### config.mk
export PLATFORM = sky130hd
export DESIGN_NAME = fifo_rd_stream
export DESIGN_NICKNAME = d
export VERILOG_FILES = /design/src/rtl/fifo_rd_stream.sv
export SDC_FILE = /design/constraint.sdc
export NUM_CORES = 1
export LEC_CHECK = 0
export CAP_MARGIN = 15
export CORE_MARGIN = 2
export CORE_UTILIZATION = 45
export DETAILED_ROUTE_END_ITERATION = 7
export GPL_TIMING_DRIVEN = 0
export PLACE_DENSITY = 0.74
export SYNTH_ARGS = -nofsm -noshare
export SYNTH_HDL_FRONTEND = slang
export SYNTH_SLANG_ARGS = --single-unit
export TNS_END_PERCENT = 1
### constraint.sdc
create_clock -name clk -period 2.44 [get_ports clk]
set_input_delay 0.366 -clock clk [delete_from_list [all_inputs] [get_ports clk]]
set_output_delay 0.366 -clock clk [all_outputs]
set_load 0.05 [all_outputs]
### src/rtl/fifo_rd_stream.sv
// Read-side master for a synchronous FIFO: pops words, absorbs the 1-cycle read
// latency in a 2-entry skid buffer and streams them out on valid/ready.
module fifo_rd_stream #(
  parameter int FIFO_WIDTH = 16,
  parameter int CNT_W      = 16
) (
  input  logic                  clk,
  input  logic                  rst_n,
  input  logic [FIFO_WIDTH-1:0] fifo_data_out,
  input  logic                  fifo_empty,
  input  logic                  fifo_underflow,
  output logic                  fifo_rd_en,
  output logic                  m_valid,
  output logic [FIFO_WIDTH-1:0] m_data,
  input  logic                  m_ready,
  output logic [CNT_W-1:0]      beat_count,
  output logic                  err_underflow
);

  typedef enum logic [1:0] {EMPTY = 2'd0, ONE = 2'd1, TWO = 2'd2} occ_t;

  occ_t                  state, state_nxt;
  logic                  pending;
  logic [FIFO_WIDTH-1:0] tail, head_nxt, tail_nxt;
  logic [2:0]            occ, credit;
  logic                  pop, land, drop;

  assign pop     = m_valid & m_ready;
  assign land    = pending & ~fifo_underflow;
  assign drop    = pending & fifo_underflow;
  assign m_valid = (state != EMPTY);

  always_comb begin
    occ = 3'd0;
    case (state)
      ONE:     occ = 3'd1;
      TWO:     occ = 3'd2;
      default: occ = 3'd0;
    endcase
  end

  // Slots not yet claimed by a buffered or in-flight word; a pop frees one now.
  assign credit     = 3'd2 - occ - {2'b0, pending} + {2'b0, pop};
  assign fifo_rd_en = rst_n & ~fifo_empty & (credit != 3'd0);

  always_comb begin
    state_nxt = state;
    head_nxt  = m_data;
    tail_nxt  = tail;
    case (state)
      EMPTY: begin
        if (land) begin
          head_nxt  = fifo_data_out;
          state_nxt = ONE;
        end
      end
      ONE: begin
        if (land && pop) begin
          head_nxt = fifo_data_out;
        end else if (land) begin
          tail_nxt  = fifo_data_out;
          state_nxt = TWO;
        end else if (pop) begin
          state_nxt = EMPTY;
        end
      end
      TWO: begin
        // Landing without a pop cannot happen here: credit was zero last cycle.
        if (pop) begin
          head_nxt = tail;
          if (land) tail_nxt = fifo_data_out;
          else      state_nxt = ONE;
        end
      end
      default: state_nxt = EMPTY;
    endcase
  end

  always_ff @(posedge clk) begin
    if (!rst_n) begin
      state <= EMPTY;
    end else begin
      state <= state_nxt;
    end
  end

  always_ff @(posedge clk) begin
    if (!rst_n) begin
      pending       <= 1'b0;
      m_data        <= '0;
      tail          <= '0;
      beat_count    <= '0;
      err_underflow <= 1'b0;
    end else begin
      pending <= fifo_rd_en;
      m_data  <= head_nxt;
      tail    <= tail_nxt;
      if (pop)  beat_count    <= beat_count + 1'b1;
      if (drop) err_underflow <= 1'b1;
    end
  end

endmodule

* After elaboration in Yosys (flattened, before gate mapping)
Cells that the tools add are included.
W data, S select, Z words.
** Operators by class
- Add/sub/neg operators :: 4
- Equality and inequality tests :: 8
- Muxes and demuxes :: 16
- Bitwise logic cells :: 7
- Reduce and logical (&&, ||, !) cells :: 9
** Operators by type and width (count)
- $mux W16 :: 6
- $pmux W16 S3 :: 1
- $pmux W16 S2 :: 1
- $add A16 B1 Y16 const B :: 1
- $mux W2 :: 6
- $ne A2 B2 Y1 const B :: 5
- $pmux W2 S3 :: 1
- $reduce_bool A3 Y1 :: 2
- $and A1 B1 Y1 :: 5
- $reduce_and A5 Y1 :: 1
- $pmux W2 S2 :: 1
- $reduce_and A4 Y1 :: 1
- $reduce_bool A2 Y1 :: 2
- $add A3 B1 Y3 :: 1
- $ne A3 B3 Y1 const B :: 1
- $reduce_and A3 Y1 :: 1
- $sub A2 B3 Y3 const A :: 1
- $sub A3 B1 Y3 :: 1
- $eq A2 B1 Y1 const B :: 1
- $eq A2 B2 Y1 const B :: 1
- $logic_not A2 Y1 :: 1
- $not A1 Y1 :: 2
- $logic_and A1 B1 Y1 :: 1
** Storage, ports and cells
- Flip-flop bits (word level) :: 52
- Bits of input ports :: 21
- Output and inout bits :: 35
- Word-level logic and storage cells :: 50

* Longest topological paths before layout
- Word-level depth :: 7
- Mapped depth :: 9
- Depth with buffers taken out :: 7

* Worst setup path after synthesis
Ideal clock, no wire load.
- Path kind :: reg-to-output
- Start :: register state[1]
- End :: output port fifo_rd_en
- Data arrival time :: 2.941 ns
- Required time :: 2.074 ns
- Path slack :: -0.867 ns
- Cell stages (with the launch flop) :: 9
- Path buffers :: 1
- Path through :: dfxtp_1 > clkbuf_1 > or2_2 > nand2_1 > fa_1 > ha_1 > nand2_1 > nor2_1 > nor3_1
** Between the ends
- Elaborated cells between the ends (all ways) :: 10
- Classes of those cells :: 3 x add/sub; 2 x eq/ne; 1 x mux; 2 x bitwise; 2 x reduce/logical
** RTL lines
- start, declared :: line 22 : occ_t state, state_nxt;
- start signal, assigned :: line 83 : state <= state_nxt;
- $reduce_bool A2 Y1 :: line 31 : assign m_valid = (state != EMPTY);
- via m_valid :: line 13 : output logic m_valid,
- $and A1 B1 Y1 :: line 28 : assign pop = m_valid & m_ready;
- $add A3 B1 Y3 :: line 43 : assign credit = 3'd2 - occ - {2'b0, pending} + {2'b0, pop};
- $reduce_bool A3 Y1 :: line 44 : assign fifo_rd_en = rst_n & ~fifo_empty & (credit != 3'd0);
- $and A1 B1 Y1 :: line 44
- end, declared :: line 12 : output logic fifo_rd_en,
The timed path passes the listed nets, and every way through them passes these cells.

* Final worst setup path
- Start :: register state[0]
- End :: output port fifo_rd_en
** Between the ends
- Longest elaborated chain between the ends :: 7
- Elaborated cells between the ends (all ways) :: 10
- Classes of those cells :: 3 x add/sub; 2 x eq/ne; 1 x mux; 2 x bitwise; 2 x reduce/logical
** RTL lines
- $eq A2 B2 Y1 or $eq A2 B1 Y1 (tied branches) :: line 35 : case (state)
- $pmux W2 S2 :: line 35
- $sub A2 B3 Y3 :: line 43
- $sub A3 B1 Y3 :: line 43
- $add A3 B1 Y3 * :: line 43
- $reduce_bool A3 Y1 * :: line 44
- $and A1 B1 Y1 * :: line 44
Mark *: on every way between the ends. The rest lies on a longest branch, timed or not.

==> impl_results.md <==
- GPL Wtd Cong: 0.7436
- Run status: finished clean
- ANT cells: 0
- Final number of setup-violating endpoints: 0
- RSZ-0062 raised after global routing: no
- Met3 usage: under 10%
- Initial Utilization: between 40% and 50%
- Fin crit share: a little over nine tenths
- Skew final: approximately 0.0068 ns
- Worst-path fanout max: 9
- Post-DP HPWL: between 3 and 4 mm
- # placed instances: 361
- CTS root buf: clkbuf_8
- Final hold slack: a little under 0.5 ns
- Tot GR Track Use: a little under a fifth
- Combinational power share: between 10% and 20%
- Maximum level of the CTS H-tree: 2
- CTS Buf Count: 5
- Syn Std Cell Area: approximately 0.0023 mm²
- Worst Path Required: ~2.1 ns
- Power Internal: around 1300 µW
- P&R area growth vs syn: 37.46%
- Largest net degree at the start of global routing: 17
- VDD IR max: roughly 0.39 mV
- Placement-stage worst setup slack: -0.9108 ns
- GRT overflow: 0
- Routed vias/inst: slightly above 5
- Core Util, Final: 64.76%
- LEAKAGE: between 0.001 and 0.0015 µW
- Synth top area share: 46.17%
- I/O Buffers: between 50 and 60
- Top post-synthesis cells by area: dfxtp_1 46%, mux2i_1 15%, nor2_1 8.5%
- Fillers: slightly above 400
- Pre-antenna DRT Iters: 4
- Psw: between 400 and 500 µW
- CTS Buffer Depth: 2
- Critical Path Start: state[0]
- Clock transition at the registers of the reported paths: 0.09 ns
- Rows: 25
- First-pass GRT wire length: just under 8 mm
- Initial DRC count: 84
- Hold path start: err_underflow
- Routed wire per std cell: about 13 µm
- Post-synth top flop: dfxtp_1
- Synth Register Bits: 52
- Core area: around 0.0048 mm²
- Hold Violations, Final: 0
- Full die area: 0.005593 mm²
- Switching Share: about a quarter
- Post-route insts no fill: between 300 and 400
- Syn Inst Count: roughly 240
- Clock Sinks: 52
- Sequential share of power: around half
- CP startpoint kind: register
- Max Fclk: 0.4244 GHz
- R2R setup slack: about 0.6 ns
- Post-layout nets: about 330
- Yosys warnings: 0
- Yosys top cell by area: dfxtp_1
- DRC Markers: 0
- Tightest Pin Transition: about 0.55 ns
- Reg2reg start: pending
- Asr flop ratio synth: 0%
- Max-slew headroom: a little over three fifths
- Chip Width: roughly 75 µm
- Met2 GRT Util: between 30% and 40%
- # IOs: 56
- Seq/Total Area, Yosys: roughly 46%
- Initial antenna violation count: 0
- Minimum clock period: 2.356 ns
- Max_cap viols: 0
- Syn_nets: 263
- Number of flops mapped to enable cells by yosys: 0
- Data arrival, critical path: about 2.0 ns
- Antenna-violating nets left: 0
- CP Class: register to output port
- Clock group share of total power: 33.9%
- Hold-fix buffers, CTS: 0
- Vias in the first global route: about 1,800
- Fin Setup TNS: 0 ns
- GR peak layer: met2
- Register area: approximately 0.0010 mm²
- Area occupied by multi-input gates: around 0.0012 mm²
- Post-Route WL: ~4.9 mm
- Power Density: between 500 and 600 mW/mm²
- Worst Setup End Kind: output port
- Worst skew pair latency: 0.30 ns
- Grt met1 use: 24.12%
- Die span in y: ~75 µm
- Slew Limit Fails: 0
- Syn_area_per_cell: roughly 9.4 µm²
- Synth unique cells: 36
- TritonCTS clock tree: built
- Hold WC Path Type: register to register
- Via Count: 1,911
- Worst Slack Setup Final: 0.08356 ns
- Layout cells sized above 1: 10.82%
kinds of logic (layout without fill, tap and decap cells):
family	Yosys count	count (layout)	share of synthesized area (%)
xor gates and xnor gates	13	13	5.050
adders and majority gates	3	3	1.998
muxes	34	34	15.09
AOI/OAI and AO/OA	30	30	9.823
DFF	52	52	46.17
and+or+nand+nor	87	87	18.04
buffers and inverters	20	86	3.829
power by group through the flow:
| stage | Combinational, µW | Sequential (µW) | Clock, µW |
|---|---|---|---|
| after floorplan | 89.4 | 967 | 0 |
| after global placement | 250 | 903 | 0 |
| after detailed placement | 253 | 903 | 0 |
| after CTS | 260 | 883 | 598 |
| after global routing | 281 | 886 | 633 |
| final | 263 | 883 | 588 |
cell usage after synthesis (2+ instances only):
cell type,count
dfxtp_1,52
nor2_1,51
mux2i_1,34
a211oi_1,16
xnor2_1,9
clkbuf_1,8
nand2_1,7
nor3_1,7
a21oi_1,6
buf_2,6
inv_1,4
nor4_1,4
xor2_1,4
nand3_1,3
nand4_1,3
ha_1,2
nand2b_1,2
nor2b_1,2
or2_2,2
final timing paths:
| kind | end | cells after the start |
|---|---|---|
| worst max-delay path | fifo_rd_en | 8 |
| worst min-delay path | err_underflow | 2 |
| worst max register to register | m_data[14] | 5 |
| worst min register to register | err_underflow | 2 |
state kept, by name (all words and copies together), names as in the netlist:
name,count
beat_count,16
err_underflow,1
m_data,16
pending,1
state,2
tail,16
area by class of cell:
class | instances | area share, %
buffer | 14 | 2.987
clock buffer | 5 | 2.220
clock inverter | 3 | 1.373
inverter | 5 | 0.6056
multi-input combinational | 167 | 37.63
sequential | 52 | 33.75
tap | 67 | 2.705
timing repair buffer | 59 | 18.73
placed cells by master, fill, tap and decap left out, types with 2 or more instances in the layout:
cell type and instances:
nor2_1 50, nor4_1 4, buf_2 2, nand4_1 3, inv_1 4, clkbuf_8 5
a21oi_1 6, clkdlybuf4s50_1 53, nand2b_1 2, nor2b_1 2, mux2i_1 34, nand3_1 3
dfxtp_1 50, clkbuf_1 7, buf_6 4, a211oi_1 16, nor3_1 6, xor2_1 4
nand2_1 6, buf_4 5, xnor2_1 9
worst max-delay path, cell delays in order (launching register included):
cell and delay [ns]:
dfxtp_2 0.33, buf_6 0.12, or2_4 0.25, nand2_4 0.09, fa_2 0.43, nand2_1 0.09
nor2_2 0.05, nor3_4 0.15, buf_6 0.18
metrics by stage:
step | power [µW] | cell area (µm²)
6_report | 1734 | 3099
3_3_place_gp | 1153 | 2915
5_1_grt | 1801 | 3099
4_1_cts | 1741 | 3057
2_1_floorplan | 1056 | 2281
3_5_place_dp | 1156 | 2915
metal layers:
layer	vias to the layer above	share of wire (%)	routed length, µm
met4	0	0.94	46
met2	42	48	2352
met3	5	3.9	192
li1	962	-	-
met1	902	47	2283
met5	-	0	0
repair_timing:
action,4_1_cts,5_1_grt
pin swaps,0,2
gates resized for setup,21,3
setup endpoints to repair,1,1
setup buffers,1,3
Note: power is estimated with default switching activity, not from simulation.
